File: src/rtl/fetch_ctrl.sv
// Instruction-fetch sequencer: owns the PC, drives imem, registers IF outputs.
// Ports: clk/rst, stall, redirect_*, im_* (memory side), if_* / halted / fetch_cnt.
module fetch_ctrl #(
  parameter int unsigned         ADDR_W      = 16,
  parameter int unsigned         INSTR_W     = 16,
  parameter logic [ADDR_W-1:0]   RESET_PC    = '0,
  parameter logic [3:0]          HALT_OPCODE = 4'hF,
  parameter logic [INSTR_W-1:0]  NOP_WORD    = '0
) (
  input  logic               clk,
  input  logic               rst,
  input  logic               stall,
  input  logic               redirect_valid,
  input  logic [ADDR_W-1:0]  redirect_pc,
  output logic [ADDR_W-1:0]  im_addr,
  output logic               im_rd_en,
  input  logic [INSTR_W-1:0] im_instr,
  output logic [INSTR_W-1:0] if_instr,
  output logic [ADDR_W-1:0]  if_pc_plus1,
  output logic               if_valid,
  output logic               halted,
  output logic [15:0]        fetch_cnt
);

  typedef enum logic [1:0] {
    S_BOOT,
    S_RUN,
    S_HALT
  } state_e;

  state_e             state_q, state_d;
  logic [ADDR_W-1:0]  pc_q, pc_d;
  logic [INSTR_W-1:0] instr_q, instr_d;
  logic [ADDR_W-1:0]  pp1_q, pp1_d;
  logic               valid_q, valid_d;
  logic               halted_q, halted_d;
  logic [15:0]        cnt_q, cnt_d;
  logic               redir_take;
  logic               is_hlt;

  always_ff @(posedge clk) begin
    if (rst) begin
      state_q  <= S_BOOT;
      pc_q     <= RESET_PC;
      instr_q  <= NOP_WORD;
      pp1_q    <= '0;
      valid_q  <= 1'b0;
      halted_q <= 1'b0;
      cnt_q    <= '0;
    end else begin
      state_q  <= state_d;
      pc_q     <= pc_d;
      instr_q  <= instr_d;
      pp1_q    <= pp1_d;
      valid_q  <= valid_d;
      halted_q <= halted_d;
      cnt_q    <= cnt_d;
    end
  end

  // BOOT is the memory settle cycle, so a redirect there is not honoured.
  assign redir_take = redirect_valid && (state_q != S_BOOT);
  assign is_hlt = (im_instr[INSTR_W-1 -: 4] == HALT_OPCODE);

  always_comb begin
    state_d  = state_q;
    pc_d     = pc_q;
    instr_d  = instr_q;
    pp1_d    = pp1_q;
    valid_d  = valid_q;
    halted_d = halted_q;
    cnt_d    = cnt_q;
    if (redir_take) begin
      state_d  = S_RUN;
      pc_d     = redirect_pc;
      instr_d  = NOP_WORD;
      valid_d  = 1'b0;
      halted_d = 1'b0;
    end else begin
      unique case (state_q)
        S_BOOT: state_d = S_RUN;
        S_RUN: begin
          if (!stall) begin
            instr_d = im_instr;
            pp1_d   = pc_q + 1'b1;
            valid_d = 1'b1;
            if (cnt_q != 16'hFFFF) cnt_d = cnt_q + 16'd1;
            // HLT parks the PC on itself so a restart refetches it.
            if (is_hlt) begin
              state_d  = S_HALT;
              halted_d = 1'b1;
            end else begin
              pc_d = pc_q + 1'b1;
            end
          end
        end
        S_HALT: begin
          instr_d = NOP_WORD;
          valid_d = 1'b0;
        end
        default: state_d = S_BOOT;
      endcase
    end
  end

  assign im_addr     = pc_q;
  assign im_rd_en    = (state_q == S_RUN) && !stall && !redirect_valid;
  assign if_instr    = instr_q;
  assign if_pc_plus1 = pp1_q;
  assign if_valid    = valid_q;
  assign halted      = halted_q;
  assign fetch_cnt   = cnt_q;

endmodule

File: config.mk
export PLATFORM = sky130hd
export DESIGN_NAME = fetch_ctrl
export DESIGN_NICKNAME = d
export VERILOG_FILES = /design/src/rtl/fetch_ctrl.sv
export SDC_FILE = /design/constraint.sdc
export NUM_CORES = 1
export LEC_CHECK = 0
export CORE_ASPECT_RATIO = 1.2
export CORE_MARGIN = 2
export CORE_UTILIZATION = 43
export CTS_BUF_LIST = sky130_fd_sc_hd__clkbuf_8
export DETAILED_ROUTE_END_ITERATION = 7
export PLACE_DENSITY = 0.88
export REMOVE_ABC_BUFFERS = 1
export SLEW_MARGIN = 25
export SYNTH_ARGS = -nofsm -noshare
export SYNTH_HDL_FRONTEND = slang
export SYNTH_SLANG_ARGS = --single-unit
File: constraint.sdc
create_clock -name clk -period 2.8 [get_ports clk]
set_clock_uncertainty 0.05 [all_clocks]
set_input_delay 0.84 -clock clk [delete_from_list [all_inputs] [get_ports clk]]
set_output_delay 0.84 -clock clk [all_outputs]
set_load 0.02 [all_outputs]
==> metrics.md, run 1 <==
| Metric | Value |
|---|---|
| Clk_lat worst skew | about 0.34 ns |
| Clock transition at the registers of the reported paths | about 0.080 ns |
| Share of cells above drive strength 1 | under 10% |
| Met1 Track Usage GR | roughly 28% |
| Sequential-to-total area share from yosys stat | ~44% |
| Top Usage Layer GRT | met2 |
| Mapped Area | 3120 sq um |
| Die width | 81.8 microns |
| Slowest CP cell | or4b_4 |
| Status | completed |
| Setup violators final | 0 |
| Detailed Routing Iterations Pass 1 | 5 |
| FF+latch count, synth | between 60 and 70 |
| Top cell type's share of synthesized area | a little over two fifths |
| Initial antenna violation count | 0 |
| Num ports | 103 |
| Reg power frac | 49.2% |
| IO buf count | around 100 |
| Peak supply drop | 395 uV |
| Via count | 3,261 |
| Fillers | a little under 600 |
| Crit Path Max Fanout | 2 |
| Top post-synthesis cells by area | dfxtp_1 44%, nor2_1 6.3%, a211oi_1 5.1%, a22oi_1 3.8%, a311oi_1 3.1% |
| Total power draw | between 2 and 2.5 mW |
| Slowest Stage Delay on Critical Path | between 0.5 and 0.6 ns |
| Slew @ Worst Pin | between 0.6 and 0.7 ns |
| Root Driver | clkbuf_8 |
| P_leak | approximately 1.5 nW |
| Clock Power Share | 35.8% |
| Largest net degree at the start of global routing | 40 |
| Crit end category | primary output |
| Clk buf depth | 2 |
| Place WS | -0.658 ns |
| Final Cycle Share | around 98% |
| CTS sink cnt | a little under 70 |
| Largest area contributor in the netlist | dfxtp_1 |
| Hold Crit Class | flip-flop to flip-flop |
| Warnings from Yosys | 0 |
| Antenna viol nets, final | 0 |
| Relative slew slack | roughly 60% |
| First-pass GRT wire length | 14,600 microns |
| Final Slew Violations | 0 |
| GR Layer Usage met3 | 6.41% |
| DRT Wirelength | slightly below 9000 microns |
| Cells after Synth | between 300 and 400 |
| Post-route setup TNS | 0 ns |
| CTS buffer count | 9 |
| Worst path arrival time | between 1.5 and 2 ns |
| Switching Share | approximately a quarter |
| Core area | approximately 7100 sq um |
| GR Util met2 | between 30% and 40% |
| Initial core utilization | between 40% and 50% |
| Distinct cells, synth | 42 |
| Fin worst setup slack | ~0.05 ns |
| Unrepaired setup endpoints after global routing | false |
| Worst-path cell chain | dlygate4sd2_1, or4b_4, inv_4, buf_6 |
| Kind of critical path | input pin to primary output |
| P per Cell Area | 475 nW/um^2 |
| Final nets | 514 |
| Die Ht | ~97 microns |
| Via density | 5.71 |
| Switching power | roughly 570 uW |
| Comb pwr share | 15.0% |
| Starting DRC count in detailed routing | 178 |
| Layout area overhead | 44.7% |
| H-tree levels | 3 |
| Total Routing Usage GR | ~23% |
| Core Rows | 34 |
| Vias in the first global route | around 3,200 |
| Final Hold Fails | 0 |
| Max_cap viols | 0 |
| Die area | 7960 sq um |
| Congestion Overflow GR | 0 |
| # diodes | 0 |
| Fin crit period | between 2 and 3 ns |
| Remaining DRCs | 0 |
| Worst EP required | 1.91 ns |
| GPL Wtd Cong | between 0.8 and 0.9 |
| CTS tree | built |
| F_max | approximately 0.36 GHz |
| Critical path startpoint category | input pin |
| WL/cell | between 15 and 20 microns |
| P_int | about 1.6 mW |
| DP HPWL | approximately 6400 microns |
| Synth Area per Inst | 8.48 sq um |
-- power by group through the flow --
stage / clock network [mW] / logic (mW) / registers [mW]
after floorplan: 0 / 0.0970 / 1.11
after global placement: 0 / 0.316 / 1.07
after detailed placement: 0 / 0.322 / 1.08
after CTS: 0.779 / 0.323 / 1.06
after global routing: 0.825 / 0.347 / 1.06
final: 0.769 / 0.322 / 1.06
-- cells in the final DEF (no fill, tap or decap), types with 16 or more instances in the layout --
master	Yosys	final
dfxtp_1	68	68
o21ai_0	17	17
buf_4	0	22
a211oi_1	21	21
nor2_1	52	52
clkdlybuf4s50_1	0	98
nand2_1	17	17
a22oi_1	16	16
-- cell usage after synthesis, drive strengths merged --
master,count
dfxtp,68
nor2,52
clkbuf,25
a211oi,21
o21ai,18
nand2,17
a22oi,16
a21oi,15
nand4,15
or3,15
nand3,13
a311oi,11
xnor2,10
nor3,9
xor2,9
and4,7
nor4,6
inv,4
or4,4
and3,3
buf,3
or4b,3
a31oi,2
ha,2
nand2b,2
o211ai,2
o21bai,2
o31ai,2
or3b,2
a41oi,1
and2,1
and3b,1
nand3b,1
nand4b,1
nor2b,1
nor3b,1
nor4bb,1
o21ba,1
o41ai,1
-- layer usage --
metal | vias to the layer above | part of all wire (%)
met5 | - | 0
li1 | 1594 | -
met2 | 142 | 48
met1 | 1498 | 41
met3 | 27 | 8.4
met4 | 0 | 2.9
-- critical path: cells and delay by family --
kind / cells / cell delay (ns)
buf+inv: 3 / 0.44
simple gates: 1 / 0.58
-- metrics by stage --
step,util [%],hold slack (ns),area [sq um],std cells
after floorplan,-,0.478,3010,340
after global placement,60.5,0.399,4320,555
after detailed placement,60.5,0.402,4320,555
after CTS,63.1,0.413,4510,571
after global routing,63.2,0.436,4520,571
final,63.2,0.410,4520,571
-- cells by family after synthesis --
group | after synthesis | synth area share, %
XOR/XNOR | 19 | 5.33
buffers and inverters | 32 | 3.89
AO/OA/AOI/OAI | 92 | 20.0
AND/OR/NAND/NOR | 155 | 26.3
adder cells (fa/ha/maj) | 2 | 0.802
flip-flops | 68 | 43.6
-- path summary, 6_finish.rpt --
| path | from | to | slack, ns | cells past startpoint |
|---|---|---|---|---|
| setup / recovery | redirect_valid | im_rd_en | 0.05 | 4 |
| hold / removal | if_pc_plus1[1] | if_pc_plus1[1] | 0.41 | 2 |
| hold reg to reg | if_pc_plus1[1] | if_pc_plus1[1] | 0.41 | 2 |
| setup reg to reg | state_q[0] | fetch_cnt[11] | 0.49 | 7 |
-- layout make-up --
cell class | instances | area (sq um) | area share [%]
multi-input cells | 268 | 1650 | 36.5
clock buffers | 9 | 124 | 2.74
repair buffers | 125 | 1190 | 26.4
clock inverters | 7 | 60.1 | 1.33
well taps | 90 | 113 | 2.49
flip-flops and latches | 68 | 1360 | 30.1
inverters | 4 | 17.5 | 0.388
-- state kept, by name, indices dropped and copies added, names as in the netlist --
name	count
halted	1
if_valid	1
im_addr	16
if_instr	16
fetch_cnt	16
if_pc_plus1	16
state_q	2
-- timing repair --
item | 4_1_cts | 5_1_grt
setup buffers | 0 | 0
hold buffers | 0 | 0
endpoints found under the setup margin | 12 | 3
resized for setup | 11 | 1
pin swaps | 1 | 0
No activity file was read; power rests on OpenSTA's default activity.
==> run 2: changes to the inputs <==
--- a/config.mk
+++ b/config.mk
@@ -6,7 +6,7 @@
 export NUM_CORES = 1
 export LEC_CHECK = 0
 export CORE_ASPECT_RATIO = 1.2
-export CORE_MARGIN = 2
+export CORE_MARGIN = 5
 export CORE_UTILIZATION = 43
 export CTS_BUF_LIST = sky130_fd_sc_hd__clkbuf_8
 export DETAILED_ROUTE_END_ITERATION = 7
==> constraint.sdc (replaced) <==
create_clock -name clk -period 2.8 [get_ports clk]
set_clock_uncertainty 0.05 [all_clocks]
set_input_delay 0.56 -clock clk [delete_from_list [all_inputs] [get_ports clk]]
set_output_delay 0.56 -clock clk [all_outputs]
set_load 0.02 [all_outputs]
==> run 2 against run 1 <==
Effect of this change:
- critical path depth stayed put
- non-clock buffer count is 4 lower
- design area is 0.89% lower
- global-route usage is 2.9 points lower
- cell count is 0.88% lower
==> metrics.md, run 2 (synthesis results as in run 1) <==
| Metric | Value |
|---|---|
| Initial antenna violation count | 0 (unchanged) |
| Final Cycle Share | 95.0% (-3.2 points) |
| Starting DRC count in detailed routing | 169 (-5.1%) |
| WL met3 | 892 microns (+21%) |
| WL/cell | 15.8 microns (+3.2%) |
| Peak supply drop | 370 uV (-6.3%) |
| Metal-1 WL | 3550 microns (-1.3%) |
| Congestion Overflow GR | 0 (unchanged) |
| Worst path arrival time | 2.05 ns (+0.19 ns) |
| Final nets | 510 (-0.78%) |
| Slowest Stage Delay on Critical Path | 0.58 ns (about the same) |
| IO buf count | 102 (unchanged) |
| Hold Crit Class | flip-flop to flip-flop |
| Clk buf depth | 2 (unchanged) |
| Final Hold Fails | 0 (unchanged) |
| Via count | 3,274 (+0.40%) |
| CTS tree | built |
| Status | completed |
| Most frequent cells in the layout | 100 x clkdlybuf4s50_1, 68 x dfxtp_1, 52 x nor2_1, 21 x a211oi_1, 19 x buf_4 |
| Slew @ Worst Pin | 0.875 ns (+0.259 ns) |
| Die Ht | 103 microns (+6.2%) |
| Clock transition at the registers of the reported paths | 0.07 ns (about the same) |
| Initial core utilization | 43.7% (unchanged) |
| F_max | 0.376 GHz (+3.4%) |
| Largest net degree at the start of global routing | 33 (-18%) |
| # hold bufs at CTS | 0 (unchanged) |
| # diodes | 0 (unchanged) |
| DP HPWL | 6700 microns (+5.0%) |
| WHS | 0.410 ns (-0.0000180 ns) |
| Slowest CP cell | or4b_1 |
| Critical path startpoint category | input pin |
| Buffer and inverter count on the worst path | 3 (unchanged) |
| H-tree levels | 3 (unchanged) |
| Detailed Routing Iterations Pass 1 | 5 (unchanged) |
| P per Cell Area | 477 nW/um^2 (+0.41%) |
| Placed cells | 551 (-0.72%) |
| Die width | 87.8 microns (+7.3%) |
| Relative slew slack | 41.6% (-17 points) |
| Share of cells above drive strength 1 | 7.77% (-1.8 points) |
| CTS sink cnt | 68 (unchanged) |
| Crit end category | primary output |
| Die area | 9070 sq um (+14%) |
| First-pass GRT wire length | 14,300 microns (-1.9%) |
| P_leak | 1.49 nW (-1.0%) |
| Fin util | 62.6% (-0.56 points) |
| Non-Filler Instances | 566 (-0.88%) |
| Num ports | 103 (unchanged) |
| GPL Wtd Cong | 0.804 (-10%) |
| Commonest non-fill, non-tap cell in the layout | clkdlybuf4s50_1 |
| Crit Path Max Fanout | 3 (+1) |
| Setup violators final | 0 (unchanged) |
| Core area | 7150 sq um (unchanged) |
| DRT Wirelength | 8960 microns (+2.3%) |
| Max_cap viols | 0 (unchanged) |
| Post-route setup TNS | 0 ns (unchanged) |
| Fin crit period | 2.66 ns (-0.0900 ns) |
| Total Routing Usage GR | 20.0% (-2.9 points) |
| Root Driver | clkbuf_8 |
| Total power draw | 2.14 mW (-0.48%) |
| Worst-path cell chain | clkdlybuf4s50_1, or4b_1, inv_1, dlygate4sd2_1 |
| Vias in the first global route | 3,062 (-3.7%) |
| Unrepaired setup endpoints after global routing | false |
| Antenna viol nets, final | 0 (unchanged) |
| Remaining DRCs | 0 (unchanged) |
| Delay-heaviest family, CP | buffers and inverters |
| Met2 wire len | 4360 microns (+4.6%) |
| R2R setup slack | 0.52 ns (+0.03 ns) |
| CTS buffer count | 9 (unchanged) |
| Core Rows | 34 (unchanged) |
| Via density | 5.78 (+1.3%) |
| Worst EP required | 2.19 ns (+0.28 ns) |
| Kind of critical path | input pin to primary output |
| Uppermost layer routed | met4 |
| Final Slew Violations | 0 (unchanged) |
| Layout area overhead | 43.5% |
| Clk_lat worst skew | 0.34 ns (about the same) |
[run 2: changes by cell type in the layout (fill, tap and decap cells not counted), moves of 2 or more]
cell	delta
inv_1	+2
clkdlybuf4s50_1	+2
buf_6	-2
clkinv_2	-2
buf_4	-3
[run 2: stage by stage]
stage / setup slack (ns) / instance area, sq um
after global routing: 0.0837 / 4480
after floorplan: -0.340 / 3010
final: 0.140 / 4480
after CTS: 0.136 / 4480
after detailed placement: -0.138 / 4290
after global placement: -0.127 / 4290
[run 2: path summary, 6_finish.rpt]
| kind | start | endpoint | cells past startpoint |
|---|---|---|---|
| setup reg to reg | im_addr[0] | im_addr[10] | 5 |
| hold reg to reg | if_pc_plus1[1] | if_pc_plus1[1] | 2 |
| setup / recovery | redirect_valid | im_rd_en | 4 |
| hold / removal | if_pc_plus1[1] | if_pc_plus1[1] | 2 |
[run 2: timing repair]
| item | CTS | global route |
|---|---|---|
| resized for setup | 1 | 0 |
| setup buffers | 0 | 0 |
| setup endpoints to repair | 1 | 0 |
[run 2: where the power goes]
part           internal (mW)  switching [mW]
clock network          0.420           0.343
logic                  0.164           0.156
registers               1.01          0.0466
[run 2: routing by layer]
| layer | up-vias | track usage [%] |
|---|---|---|
| li1 | 1593 | - |
| met1 | 1533 | 22.8 |
| met2 | 131 | 33.8 |
| met3 | 17 | 6.89 |
| met4 | 0 | 9.21 |
| met5 | - | 0 |
[run 2: worst min-delay path, stage by stage (launching register included)]
cell	delay, ns
dfxtp_1	0.31
nand2_1	0.05
a21oi_1	0.05
[run 2: layout make-up]
class | instances | area, sq um
Clock buffer | 10 | 138
Clock inverter | 5 | 46.3
Fill cell | 606 | 2670
Inverter | 4 | 15.0
Multi-Input combinational cell | 268 | 1650
Sequential cell | 68 | 1360
Tap cell | 90 | 113
Timing Repair Buffer | 121 | 1160
